<file path="src/rtl/axi_arbiter_w_pkg.sv">
// ----------------------------------------------------------------------------
// axi_arbiter_w_pkg
// Shared definitions for the 2-master AXI interconnect write-channel arbiter.
//   w_arb_state_t  : write-arbiter FSM states (idle, data transfer, response)
//   AXI_LEN_WIDTH  : default AWLEN width used by the interconnect
// ----------------------------------------------------------------------------
package axi_arbiter_w_pkg;

  typedef enum logic [1:0] {
    W_IDLE = 2'd0,
    W_XFER = 2'd1,
    W_RESP = 2'd2
  } w_arb_state_t;

  localparam int AXI_LEN_WIDTH = 8;

endpackage

</file>
<file path="src/rtl/axi_arbiter_w_rr_pick2.sv">
// ----------------------------------------------------------------------------
// axi_rr_pick2
// Combinational 2-way picker used by the write-channel arbiter.
//   req[1:0]    in  : request from master 1 (bit 1) and master 0 (bit 0)
//   last_owner  in  : master that held the last grant (0 = m0, 1 = m1)
//   any_req     out : at least one request present
//   pick        out : chosen master (0 = m0, 1 = m1); only meaningful with any_req
// RR_EN = 1 gives the tie to the master that did not own the last grant;
// RR_EN = 0 always gives the tie to m0.
// ----------------------------------------------------------------------------
module axi_rr_pick2 #(
  parameter bit RR_EN = 1'b1
) (
  input  logic [1:0] req,
  input  logic       last_owner,
  output logic       any_req,
  output logic       pick
);

  // A lone requester always wins; only a tie consults the priority scheme.
  always_comb begin
    any_req = |req;
    pick    = 1'b0;
    case (req)
      2'b01:   pick = 1'b0;
      2'b10:   pick = 1'b1;
      2'b11:   pick = RR_EN ? ~last_owner : 1'b0;
      default: pick = 1'b0;
    endcase
  end

endmodule

</file>
<file path="src/rtl/axi_arbiter_w.sv">
// ----------------------------------------------------------------------------
// axi_arbiter_w
// Write-channel arbiter for the 2-master AXI interconnect. A grant covers one
// whole write transaction (AW handshake, all W beats, B handshake) and drives
// the downstream write-channel master mux. The W beat count is checked
// against AWLEN and mismatches are flagged.
// Ports:
//   ACLK, ARESET             clock, synchronous active-high reset
//   m0_AWVALID, m1_AWVALID   per-master write requests
//   s_AWVALID, s_AWLEN       muxed AW channel of the granted master
//   m_AWREADY                slave-side AWREADY
//   s_WVALID, s_WLAST        muxed W channel of the granted master
//   m_WREADY                 slave-side WREADY
//   m_BVALID, s_BREADY       slave-side BVALID, muxed BREADY
//   m0_wgrnt, m1_wgrnt       registered one-hot grants
//   w_busy                   transaction in flight
//   wlast_err                1-cycle pulse on a WLAST / AWLEN mismatch
// ----------------------------------------------------------------------------
module axi_arbiter_w
  import axi_arbiter_w_pkg::*;
#(
  parameter bit RR_EN     = 1'b1,
  parameter int LEN_WIDTH = AXI_LEN_WIDTH
) (
  input  logic                 ACLK,
  input  logic                 ARESET,
  input  logic                 m0_AWVALID,
  input  logic                 m1_AWVALID,
  input  logic                 s_AWVALID,
  input  logic [LEN_WIDTH-1:0] s_AWLEN,
  input  logic                 m_AWREADY,
  input  logic                 s_WVALID,
  input  logic                 s_WLAST,
  input  logic                 m_WREADY,
  input  logic                 m_BVALID,
  input  logic                 s_BREADY,
  output logic                 m0_wgrnt,
  output logic                 m1_wgrnt,
  output logic                 w_busy,
  output logic                 wlast_err
);

  localparam int CNT_W = LEN_WIDTH + 1;

  w_arb_state_t         state, state_nxt;
  logic                 m0_nxt, m1_nxt;
  logic                 last_owner, last_nxt;
  logic                 aw_done, aw_done_nxt;
  logic                 w_done, w_done_nxt;
  logic [CNT_W-1:0]     beat_cnt, cnt_nxt;
  logic [LEN_WIDTH-1:0] len_q, len_nxt;
  logic                 err_nxt;

  logic                 aw_hs, w_hs, b_hs;
  logic                 aw_take, beat_take;
  logic [LEN_WIDTH-1:0] len_ref;
  logic                 cnt_at_len;
  logic                 any_req, pick;

  axi_rr_pick2 #(.RR_EN(RR_EN)) u_pick (
    .req        ({m1_AWVALID, m0_AWVALID}),
    .last_owner (last_owner),
    .any_req    (any_req),
    .pick       (pick)
  );

  // Handshake decode and the reference length for the beat check. Before the
  // AW handshake the live AWLEN is used, since AXI holds it stable while
  // AWVALID is high. A second AW or extra W beats after completion of that
  // channel belong to a later transaction and are not counted here.
  always_comb begin
    aw_hs      = s_AWVALID & m_AWREADY;
    w_hs       = s_WVALID & m_WREADY;
    b_hs       = m_BVALID & s_BREADY;
    aw_take    = (state == W_XFER) & ~aw_done & aw_hs;
    beat_take  = (state == W_XFER) & ~w_done & w_hs;
    len_ref    = aw_done ? len_q : s_AWLEN;
    cnt_at_len = (beat_cnt == {1'b0, len_ref});
  end

  // Next-state logic for the FSM plus the grant, done-flag, counter and
  // error registers that travel with it. Everything holds by default; only
  // wlast_err defaults low so it can never stretch beyond one cycle.
  always_comb begin
    state_nxt   = state;
    m0_nxt      = m0_wgrnt;
    m1_nxt      = m1_wgrnt;
    last_nxt    = last_owner;
    aw_done_nxt = aw_done;
    w_done_nxt  = w_done;
    cnt_nxt     = beat_cnt;
    len_nxt     = len_q;
    err_nxt     = 1'b0;

    case (state)
      W_IDLE: begin
        if (any_req) begin
          state_nxt = W_XFER;
          m0_nxt    = ~pick;
          m1_nxt    = pick;
          last_nxt  = pick;
        end
      end

      W_XFER: begin
        if (aw_take) begin
          aw_done_nxt = 1'b1;
          len_nxt     = s_AWLEN;
        end
        if (beat_take) begin
          if (!(&beat_cnt)) begin
            cnt_nxt = beat_cnt + CNT_W'(1);
          end
          if (s_WLAST) begin
            w_done_nxt = 1'b1;
          end
          // Early WLAST and missing WLAST are both flagged, but only WLAST
          // actually closes the data phase.
          err_nxt = s_WLAST ? ~cnt_at_len : cnt_at_len;
        end
        // An early B here is a protocol violation and is simply ignored.
        if ((aw_done | aw_take) && (w_done | (beat_take & s_WLAST))) begin
          state_nxt = W_RESP;
        end
      end

      W_RESP: begin
        if (b_hs) begin
          state_nxt   = W_IDLE;
          m0_nxt      = 1'b0;
          m1_nxt      = 1'b0;
          aw_done_nxt = 1'b0;
          w_done_nxt  = 1'b0;
          cnt_nxt     = '0;
        end
      end

      default: begin
        state_nxt = W_IDLE;
        m0_nxt    = 1'b0;
        m1_nxt    = 1'b0;
      end
    endcase
  end

  // State register. last_owner resets to m1 so that m0 wins the first tie.
  always_ff @(posedge ACLK) begin
    if (ARESET) begin
      state      <= W_IDLE;
      m0_wgrnt   <= 1'b0;
      m1_wgrnt   <= 1'b0;
      last_owner <= 1'b1;
      aw_done    <= 1'b0;
      w_done     <= 1'b0;
      beat_cnt   <= '0;
      len_q      <= '0;
      wlast_err  <= 1'b0;
    end else begin
      state      <= state_nxt;
      m0_wgrnt   <= m0_nxt;
      m1_wgrnt   <= m1_nxt;
      last_owner <= last_nxt;
      aw_done    <= aw_done_nxt;
      w_done     <= w_done_nxt;
      beat_cnt   <= cnt_nxt;
      len_q      <= len_nxt;
      wlast_err  <= err_nxt;
    end
  end

  assign w_busy = (state != W_IDLE);

endmodule
</file>
<file path="config.mk">
export PLATFORM = sky130hd
export DESIGN_NAME = axi_arbiter_w
export DESIGN_NICKNAME = d
export VERILOG_FILES = /design/src/rtl/axi_arbiter_w_pkg.sv /design/src/rtl/axi_arbiter_w_rr_pick2.sv /design/src/rtl/axi_arbiter_w.sv
export SDC_FILE = /design/constraint.sdc
export NUM_CORES = 1
export LEC_CHECK = 0
export BUFFER_PORTS_ARGS = -buffer_cell sky130_fd_sc_hd__buf_2
export CORE_MARGIN = 1.5
export CORE_UTILIZATION = 40
export CTS_BUF_LIST = sky130_fd_sc_hd__clkbuf_4 sky130_fd_sc_hd__clkbuf_8 sky130_fd_sc_hd__clkbuf_16
export CTS_CLUSTER_DIAMETER = 40
export DETAILED_ROUTE_END_ITERATION = 7
export PLACE_DENSITY = 0.6
export SYNTH_ARGS = -nofsm -noshare
export SYNTH_HDL_FRONTEND = slang
export SYNTH_SLANG_ARGS = --single-unit
</file>
<file path="constraint.sdc">
create_clock -name ACLK -period 6.2 [get_ports ACLK]
set_input_delay 0.93 -clock ACLK [delete_from_list [all_inputs] [get_ports ACLK]]
set_output_delay 0.93 -clock ACLK [all_outputs]
set_load 0.1 [all_outputs]
</file>
==> results by group <==
Outcome
  • Status: completed

Cells and area
  • Storage element area: 500.5 sq um
  • Fraction of layout cells with a size suffix above 1: 19.62%
  • Multi-input gate area: 730.7 sq um
  • Post-layout util: 47.60%
  • N_diodes: 0
  • Area delta synth->final: 14.40%
  • NumNets Final: 180
  • # fillers: 305

Hold path
  • Hold Path Class: reg -> reg

Setup path
  • Setup Crit Path Kind: reg -> reg
  • Critical Path Max Stage Delay: 580 ps
  • Worst path cell trace: ha_1 -> nand2_1 -> nor2_1 -> and3_1 -> ha_1 -> o41ai_4 -> or3b_1 -> xor2_1 -> nor2_1
  • Critical path's slowest cell: o41ai_4
  • Worst setup EP type: flop
  • WP data required: 6410 ps
  • CP Launch Type: flop
  • CP max FO: 9
  • Arr. time, crit path: 2590 ps

Synthesis
  • Yosys top cell by area: dfxtp_1
  • Synth top area share: 39.72%
  • Seq cells post-synth: 25
  • Synthesized netlist cell count: 136
  • Post-Syn Area: 1260 sq um
  • Synth Area per Inst: 9.264 sq um
  • Yosys Warn Count: 0
  • Yosys cell types: 32
  • Synth Net Count: 157
  • Synth area leaders: dfxtp_1 40%, mux2i_1 14%, nor2_1 7.4%
  • Seq/Total Area, Yosys: 39.72%

STA
  • Tightest Pin Transition: 552.8 ps
  • Fin. max-slew vios: 0
  • Setup_tns: 0 ps
  • Layout Skew: 8.652 ps
  • Post-layout min period: 2386 ps
  • Final period util: 38.48%
  • Unrepaired setup endpoints after global routing: no
  • # setup viols final: 0
  • Worst slew margin: 63.02%
  • Hold Fails Final Rpt: 0
  • Fmax: 0.4192 GHz

Floorplanning
  • Initial core utilization: 41.61%
  • Die ar.: 3496 sq um
  • Row count: 20
  • Die W: 59.13 um
  • Die Ht: 59.13 um
  • Core area: 3028 sq um
  • Boundary Pins: 23

Global route
  • Gr ovfl total: 0
  • Pin count of the biggest net entering global routing: 18
  • Initial antenna violation count: 0
  • Overall Global Routing Usage: 14.25%
  • Vias in the first global route: 891
  • First-pass GRT wire length: 3774 um

Clocking
  • Clock Tree Root: clkbuf_4
  • CTS Sinks: 25
  • Setup bufs post-CTS: 0
  • H-Tree Depth: 1
  • Clock buffer depth: 2
  • Clock Latency Late Sink: 310 ps
  • CTS Hold Bufs: 0
  • Reg clk slew, reported paths: 130 ps
  • Cts bufs inserted: 3
  • CTS resizes: 0
  • CTS tree: done

Routing
  • Per-cell routed wire length: 11.10 um
  • Initial DRC count: 36
  • Vias/cell: 4.871
  • Vias: 984
  • Drc violations: 0
  • Routed WL: 2243 um
  • Drt pass-1 iters: 4
  • Antenna Violating Nets Remaining: 0

Pwr
  • Peak supply drop: 92.16 uV
  • Ratio of total power to cell area: 204.0 nW/um^2
  • P_leak: 0.5772 nW

Flow run
  • Max Cap Viol: 0

Placed design
  • GP Congestion: 0.7438
  • IO Port Bufs: 22
  • DP Wirelength: 1751 um
==> final cells by class <==
| type | count | area share, % |
|---|---|---|
| Tap cell | 44 | 3.819 |
| Clock buffer | 4 | 2.083 |
| Inverter | 2 | 0.5208 |
| Multi-Input combinational cell | 104 | 50.69 |
| Timing Repair Buffer | 23 | 8.160 |
| Sequential cell | 25 | 34.72 |
==> Yosys cell counts, drive strengths merged <==
cell / n
a21oi: 5
a22oi: 2
a2bb2oi: 1
and3: 2
and3b: 1
buf: 2
clkbuf: 3
dfxtp: 25
ha: 2
inv: 2
mux2: 1
mux2i: 18
nand2: 9
nand2b: 2
nand3: 3
nand4: 2
nand4b: 1
nor2: 25
nor2b: 1
nor3: 3
nor3b: 2
nor4: 2
nor4b: 1
o21a: 1
o21bai: 1
o41ai: 1
or2b: 1
or3: 1
or3b: 1
xnor2: 5
xor2: 10
==> final timing paths <==
kind,start,endpoint,slack (ps),depth (start not counted)
worst max-delay path,beat_cnt[0]$_SDFFE_PP0P_,beat_cnt[5]$_SDFFE_PP0P_,3810,9
worst min-delay path,len_q[0]$_SDFFE_PP0P_,len_q[0]$_SDFFE_PP0P_,510,2
worst max register to register,beat_cnt[0]$_SDFFE_PP0P_,beat_cnt[5]$_SDFFE_PP0P_,3810,9
worst min register to register,len_q[0]$_SDFFE_PP0P_,len_q[0]$_SDFFE_PP0P_,510,2
==> placed cells by master, fill, tap and decap left out, types with 3 or more instances in the layout <==
master	n
a21oi_1	5
xor2_1	10
dfxtp_1	25
nor2_1	25
nor3_1	3
clkbuf_4	4
xnor2_1	5
nand2_1	9
nand3_1	3
buf_2	22
mux2i_1	18
==> report_power, final <==
part	switching [mW]	total [mW]	internal [mW]
Sequential	0.00506	0.171	0.166
Combinational	0.0299	0.0487	0.0188
Clock	0.0452	0.0747	0.0295
Total	0.0802	0.294	0.214
==> worst max-delay path: cells and delay by family (launching register included) <==
family                     cells  cell delay [ps]
and+or+nand+nor                5              740
AOI/OAI and AO/OA              1              580
adders and majority gates      2              440
DFF                            1              370
xor gates and xnor gates       1              140
==> per-stage QoR <==
step           instances  hold WS (ps)  setup slack [ps]  instance area [sq um]  power [mW]
3_5_place_dp         198         483.1              3808                   1411      0.2233
5_1_grt              202         553.2              3655                   1441      0.3112
6_report             202         508.1              3814                   1441      0.2940
2_1_floorplan        136         460.1              3961                   1260      0.2101
4_1_cts              202         515.7              3807                   1441      0.2996
3_3_place_gp         198         467.5              3850                   1411      0.2223
==> registers in the layout, summed over array words and instances (netlist names) <==
| name | cells |
|---|---|
| wlast_err | 1 |
| m1_wgrnt | 1 |
| m0_wgrnt | 1 |
| w_done | 1 |
| last_owner | 1 |
| aw_done | 1 |
| beat_cnt | 9 |
| state | 2 |
| len_q | 8 |
==> cells by family after synthesis <==
group	synth area share, %
simple gates	23.14
xor+xnor	10.43
mux	15.19
compound gates	7.249
flops	39.72
buf+inv	2.284
fa+ha+maj	1.986
==> per-layer routing <==
metal  vias to the layer above  part of all wire, %  global-route usage [%]
met2                        14                   45                   23.65
met1                       451                   50                   18.12
met4                         0                  1.8                   6.818
met5                         -                    0                       0
li1                        515                    -                       -
met3                         4                  2.7                   1.965
Power figures use the tool's default switching activity.
